--- config.mk ---
export PLATFORM = sky130hd
export DESIGN_NAME = ccff_bitstream_loader_flat
export DESIGN_NICKNAME = d
export VERILOG_FILES = /design/src/rtl/ccff_bitstream_loader_if.sv /design/src/rtl/ccff_bitstream_loader.sv /design/src/flat_wrapper.sv
export SDC_FILE = /design/constraint.sdc
export NUM_CORES = 1
export LEC_CHECK = 0
export CAP_MARGIN = 20
export CORE_MARGIN = 5
export CORE_UTILIZATION = 50
export DETAILED_ROUTE_END_ITERATION = 16
export GPL_TIMING_DRIVEN = 0
export PLACE_DENSITY = 0.72
export SLEW_MARGIN = 25
export SYNTH_ARGS = -nofsm -noshare
export SYNTH_HDL_FRONTEND = slang
export SYNTH_SLANG_ARGS = --single-unit
--- constraint.sdc ---
create_clock -name prog_clk -period 2.7 [get_ports prog_clk]
set_input_delay 0.405 -clock prog_clk [delete_from_list [all_inputs] [get_ports prog_clk]]
set_output_delay 0.405 -clock prog_clk [all_outputs]
set_load 0.05 [all_outputs]
--- src/rtl/ccff_bitstream_loader_if.sv ---
// Word handshake between the programming-side source (host FIFO / SPI) and the chain loader.
// The source drives data and valid; the loader answers with ready.
interface ccff_bitstream_loader_if #(
   parameter int WORD_W = 8
) ();
   logic [WORD_W-1:0] word_data;
   logic              word_valid;
   logic              word_ready;

   modport master (output word_data, output word_valid, input word_ready);
   modport slave  (input word_data, input word_valid, output word_ready);
endinterface

--- src/rtl/ccff_bitstream_loader.sv ---
// Serialises bitstream words MSB-first onto the configuration chain head, one bit per shift_en,
// and in verify mode compares the chain tail against the re-shifted bitstream.
module ccff_bitstream_loader #(
   parameter int WORD_W    = 8,
   parameter int CHAIN_LEN = 512
) (
   input  logic                    prog_clk,
   input  logic                    prog_rst_n,
   input  logic                    start,
   input  logic                    verify,
   ccff_bitstream_loader_if.slave  word_if,
   output logic                    ccff_head,
   output logic                    shift_en,
   input  logic                    ccff_tail,
   output logic                    busy,
   output logic                    done,
   output logic                    err
);
   localparam int NWORDS    = (CHAIN_LEN + WORD_W - 1) / WORD_W;
   localparam int LAST_BITS = CHAIN_LEN - (NWORDS - 1) * WORD_W;
   localparam int CNT_W     = $clog2(CHAIN_LEN + 1);
   localparam int SC_W      = $clog2(WORD_W + 1);
   localparam int WT_W      = $clog2(NWORDS + 1);

   localparam logic [SC_W-1:0]  FULL_CNT   = SC_W'(WORD_W);
   localparam logic [SC_W-1:0]  LAST_CNT   = SC_W'(LAST_BITS);
   localparam logic [WT_W-1:0]  NWORDS_C   = WT_W'(NWORDS);
   localparam logic [WT_W-1:0]  LAST_WORD  = WT_W'(NWORDS - 1);
   localparam logic [CNT_W-1:0] LAST_CHAIN = CNT_W'(CHAIN_LEN - 1);

   typedef enum logic [1:0] {
      S_IDLE  = 2'd0,
      S_SHIFT = 2'd1,
      S_DONE  = 2'd2
   } state_t;

   state_t            state_q, state_d;
   logic              mode_q, mode_d;
   logic              err_q, err_d;
   logic              busy_q, busy_d;
   logic              done_q, done_d;
   logic [WORD_W-1:0] sreg_q, sreg_d;
   logic [SC_W-1:0]   sreg_cnt_q, sreg_cnt_d;
   logic [CNT_W-1:0]  chain_cnt_q, chain_cnt_d;
   logic [WT_W-1:0]   words_taken_q, words_taken_d;

   logic shift_en_s;
   logic head_s;
   logic word_ready_s;
   logic accept_s;

   // Shift enable, head bit and ready are decoded straight from the shift register state.
   always_comb begin
      shift_en_s   = (sreg_cnt_q != {SC_W{1'b0}});
      head_s       = shift_en_s & sreg_q[WORD_W-1];
      word_ready_s = (state_q == S_SHIFT)
                     && ((sreg_cnt_q == {SC_W{1'b0}}) || ((sreg_cnt_q == SC_W'(1)) && shift_en_s))
                     && (words_taken_q < NWORDS_C);
      accept_s     = word_ready_s & word_if.word_valid;
   end

   assign shift_en         = shift_en_s;
   assign ccff_head        = head_s;
   assign word_if.word_ready = word_ready_s;
   assign busy             = busy_q;
   assign done             = done_q;
   assign err              = err_q;

   // Next-state logic; a load in the cycle of the last shift overrides the shift so bits stay gap-free.
   always_comb begin
      state_d       = state_q;
      mode_d        = mode_q;
      err_d         = err_q;
      sreg_d        = sreg_q;
      sreg_cnt_d    = sreg_cnt_q;
      chain_cnt_d   = chain_cnt_q;
      words_taken_d = words_taken_q;
      case (state_q)
         S_IDLE: begin
            if (start) begin
               state_d       = S_SHIFT;
               mode_d        = verify;
               err_d         = 1'b0;
               sreg_d        = {WORD_W{1'b0}};
               sreg_cnt_d    = {SC_W{1'b0}};
               chain_cnt_d   = {CNT_W{1'b0}};
               words_taken_d = {WT_W{1'b0}};
            end else begin
               state_d = S_IDLE;
            end
         end
         S_SHIFT: begin
            if (shift_en_s) begin
               sreg_d      = sreg_q << 1;
               sreg_cnt_d  = sreg_cnt_q - SC_W'(1);
               chain_cnt_d = chain_cnt_q + CNT_W'(1);
               if (mode_q && (ccff_tail != head_s)) begin
                  err_d = 1'b1;
               end else begin
                  err_d = err_q;
               end
               if (chain_cnt_q == LAST_CHAIN) begin
                  state_d = S_DONE;
               end else begin
                  state_d = S_SHIFT;
               end
            end else begin
               state_d = S_SHIFT;
            end
            if (accept_s) begin
               sreg_d        = word_if.word_data;
               sreg_cnt_d    = (words_taken_q == LAST_WORD) ? LAST_CNT : FULL_CNT;
               words_taken_d = words_taken_q + WT_W'(1);
            end else begin
               words_taken_d = words_taken_q;
            end
         end
         S_DONE: begin
            state_d = S_IDLE;
         end
         default: begin
            state_d = S_IDLE;
         end
      endcase
      busy_d = (state_d == S_SHIFT);
      done_d = (state_d == S_DONE);
   end

   // State and output registers.
   always_ff @(posedge prog_clk or negedge prog_rst_n) begin
      if (!prog_rst_n) begin
         state_q       <= S_IDLE;
         mode_q        <= 1'b0;
         err_q         <= 1'b0;
         busy_q        <= 1'b0;
         done_q        <= 1'b0;
         sreg_q        <= {WORD_W{1'b0}};
         sreg_cnt_q    <= {SC_W{1'b0}};
         chain_cnt_q   <= {CNT_W{1'b0}};
         words_taken_q <= {WT_W{1'b0}};
      end else begin
         state_q       <= state_d;
         mode_q        <= mode_d;
         err_q         <= err_d;
         busy_q        <= busy_d;
         done_q        <= done_d;
         sreg_q        <= sreg_d;
         sreg_cnt_q    <= sreg_cnt_d;
         chain_cnt_q   <= chain_cnt_d;
         words_taken_q <= words_taken_d;
      end
   end
endmodule
--- src/flat_wrapper.sv ---
// flat-port wrapper written by rule: the top's interface ports become plain ports
module ccff_bitstream_loader_flat 
#(
   parameter int WORD_W    = 8,
   parameter int CHAIN_LEN = 512
)
  (prog_clk, prog_rst_n, start, verify, ccff_head, shift_en, ccff_tail, busy, done, err, word_if_word_data, word_if_word_valid, word_if_word_ready);
  ccff_bitstream_loader_if #(.WORD_W(WORD_W)) word_if_i ();
  input  logic prog_clk;
  input  logic prog_rst_n;
  input  logic start;
  input  logic verify;
  output logic ccff_head;
  output logic shift_en;
  input  logic ccff_tail;
  output logic busy;
  output logic done;
  output logic err;
  input wire logic [$bits(word_if_i.word_data)-1:0] word_if_word_data;
  input wire logic [$bits(word_if_i.word_valid)-1:0] word_if_word_valid;
  output wire logic [$bits(word_if_i.word_ready)-1:0] word_if_word_ready;
  assign word_if_i.word_data = word_if_word_data;
  assign word_if_i.word_valid = word_if_word_valid;
  assign word_if_word_ready = word_if_i.word_ready;
  ccff_bitstream_loader #(.WORD_W(WORD_W), .CHAIN_LEN(CHAIN_LEN)) u_core (.prog_clk(prog_clk), .prog_rst_n(prog_rst_n), .start(start), .verify(verify), .word_if(word_if_i), .ccff_head(ccff_head), .shift_en(shift_en), .ccff_tail(ccff_tail), .busy(busy), .done(done), .err(err));
endmodule
==> impl_metrics.yaml <==
status:
  status: "finished, final reports clean"
hold_path:
  hold_path.class: "in -> async"
final_layout:
  antennaDiodeCount: 0
  fin_nets: 224
  final_layout_size_suffix_gt1_share_pct: 9.22
  area_growth_pct: 20.9
  fin_area_sq_mm: 0.00212
power:
  pwr-share-seq_pct: 43.0
  cellPowerDensity_mw_per_mm2: 902
  switching_share_pct: 37.2
  p_int_w: 0.00120
  p_total_w: 0.00191
  pwr-share-clk_pct: 20.7
  p_leak_nw: 0.931
  comb_power_share_pct: 36.3
  p_switching_w: 0.000711
  vdd_drop_max_v: 0.000550
clocking:
  ctsRootBufferMaster: "clkbuf_4"
  clkTransAtPathRegs_ns: 0.11
  cts_tree: "yes"
  cts_inserted_buffers: 5
  cts_buffer_depth: 2
  numClockSinks: 35
  clkLatencyLatePin_ns: 0.34
  cts_htree_levels: 2
synth:
  syn-cell-area_sq_mm: 0.00175
  yosysSeqAreaShare_pct: 49.9
  synth-seq-cells: 35
  synthCells: 177
  yosysTopAreaCellShare_pct: 49.9
  async_reset_ff_share_pct: 100
  synth.area.top_cells: "dfrtp_1 (50%), nand2_1 (4.7%), ha_1 (3.6%)"
  ys_warn_count: 0
  synthTopCellsByCount: "dfrtp_1 (35), nand2_1 (22), inv_1 (14)"
  synthFlopType: "dfrtp_1"
  synth_nets: 196
  yosysMostFrequentCell: "dfrtp_1"
  syn_area_per_cell_sq_um: 9.91
  synth_top_area_cell: "dfrtp_1"
  yosysUniqueCellTypes: 43
  synth-edff-count: 0
critical_path:
  r2r.worst_path.cells: 6
  slowest_delay_ns: 0.43
  crit_family: "buffers and inverters"
  r2r-end: "u_core.chain_cnt_q[9]"
  crit_path_end: "ccff_head"
  cp.depth: 6
  cp_max_fo: 6
  crit_required_ns: 2.30
  crit_chain: "inv_1, ha_1, nor3b_4, inv_1, and2_1, dlygate4sd2_1"
  cp-startpoint: "u_core.sreg_cnt_q[0]"
  crit_buf_inv: 3
  critPathKind: "reg -> out"
  start_kind: "flip-flop"
  r2r_start: "u_core.sreg_cnt_q[0]"
  crit_path_end_kind: "primary output"
  crit_top_cell: "inv_1"
  slowest_stage: "dlygate4sd2_1"
  regToRegSetupSlack_ns: 0.52
  arrival_ns: 2.11
die:
  num_rows: 21
  core-area_sq_mm: 0.00336
  die_area_sq_mm: 0.00479
  ios: 20
  fp.dieW_microns: 69.2
  initial_core_util_pct: 52.2
  die-height_microns: 69.2
timing:
  slew_headroom_pct: 42.1
  fmax_mhz: 397
  period_needed_ns: 2.52
  hold_viol_final: 0
  rsz0062_at_grt: "false"
  final.setup.tns_ns: 0
  fin_skew_ns: 0.0145
  drv_slew: 0
  tightest_slew_ns: 0.856
  setup_viol: 0
  fin_crit_sh_pct: 93.3
grt:
  met1_usage_pct: 21.1
  grt_pass1_wl_microns: 6380
  grt_busiest_layer: "met2"
  grt_overflow: 0
  use_met3_pct: 6.38
  grt_max_degree: 28
  antenna_found_initial: 0
  grt.met2_usage_pct: 26.3
  grt_pass1_vias: 1390
  grt.total_usage_pct: 16.6
routing:
  first_pass_iters: 4
  drc: 0
  drt-total-wl_microns: 3730
  postRouteAntennaNets: 0
  drt_iter0_drc: 144
  viasPerCell: 5.68
  vias: 1431
  routedWlPerCell_microns: 14.8
placement:
  portBuffers: 19
  gp_congestion: 0.852
  dp_hpwl_microns: 2690
  placed_cell_area_sq_mm: 0.00202
run:
  drv_cap: 0
==> cell type report <==
class	count	area, sq um
inverters	14	52.6
repair buffers	21	211
clock buffers	6	51.3
clock inverters	2	35.0
flip-flops and latches	35	876
multi-input cells	124	813
well taps	46	57.6
plain buffers	4	23.8
fillers	304	1240
==> worst min path at each step <==
stage                                 end  slack [ns]
floorplan                     u_core.busy        0.11
global route        u_core.chain_cnt_q[5]        0.49
finish              u_core.chain_cnt_q[5]        0.45
global placement            u_core.mode_q        0.46
detailed placement  u_core.chain_cnt_q[5]        0.28
CTS                 u_core.chain_cnt_q[5]        0.43
==> per-stage QoR <==
step	cells	hold WS [ns]	setup WS [ns]	util [%]
after floorplan	177	0.109	0.0884	-
after global placement	242	0.458	-0.0554	59.5
after detailed placement	243	0.284	-0.0908	60.0
after CTS	252	0.432	0.0741	62.9
after global routing	252	0.487	0.0513	63.1
final	252	0.453	0.180	63.1
==> power by group through the flow <==
stage / clock network (W) / registers, W / logic (W)
finish: 0.000396 / 0.000823 / 0.000694
global route: 0.000426 / 0.000841 / 0.000786
CTS: 0.000407 / 0.000815 / 0.000691
detailed placement: 0 / 0.000822 / 0.000693
global placement: 0 / 0.000812 / 0.000659
floorplan: 0 / 0.000790 / 0.000524
==> worst reg2reg max path, cell delays in order (launching register included) <==
cell and delay (ns):
dfrtp_1 0.38, inv_1 0.09, ha_1 0.25, nand4bb_1 0.23
nor4b_1 0.74, a211oi_1 0.17, a31o_2 0.24
==> what timing repair did <==
item,4_1_cts,5_1_grt
hold buffers,1,0
endpoints found under the hold margin,8,0
resized for setup,4,1
setup endpoints to repair,3,1
setup buffers,0,0
==> layer usage <==
layer	vias up	wire length, microns
li1	693	-
met1	694	1680
met2	38	1780
met3	6	209
met4	0	51
met5	-	0
==> sequential cells by signal (all words and copies together) (netlist names) <==
| name | cells |
|---|---|
| u_core.busy | 1 |
| u_core.chain_cnt_q | 10 |
| u_core.done | 1 |
| u_core.err | 1 |
| u_core.mode_q | 1 |
| u_core.sreg_cnt_q | 4 |
| u_core.sreg_q | 8 |
| u_core.state_q | 2 |
| u_core.words_taken_q | 7 |
==> cell families after synthesis <==
family / count (synthesis) / synth area share (%)
AOI/OAI and AO/OA: 31 / 12.7
xor gates and xnor gates: 7 / 3.50
adders and majority gates: 5 / 3.57
buffers and inverters: 18 / 4.35
DFF: 35 / 49.9
muxes: 3 / 1.78
and+or+nand+nor: 78 / 24.2
==> layout by cell type, fill, tap and decap left out, types with 3 or more instances in the layout <==
master           synthesis  final
dlygate4sd2_1            0      3
nor4_1                   3      3
inv_1                   14     14
nand2b_1                 4      4
nand2_1                 22     22
xor2_1                   3      3
dfrtp_1                 35     35
a21oi_1                  4      4
and3_1                   3      3
clkbuf_4                 0      5
ha_1                     5      5
xnor2_1                  4      4
nor3_1                   5      5
clkdlybuf4s50_1          0     15
o221ai_1                 6      6
a31oi_1                  3      3
o21ai_0                  6      6
nor2_1                  12     12
nand3_1                 10     10
Power figures use the tool's default switching activity.
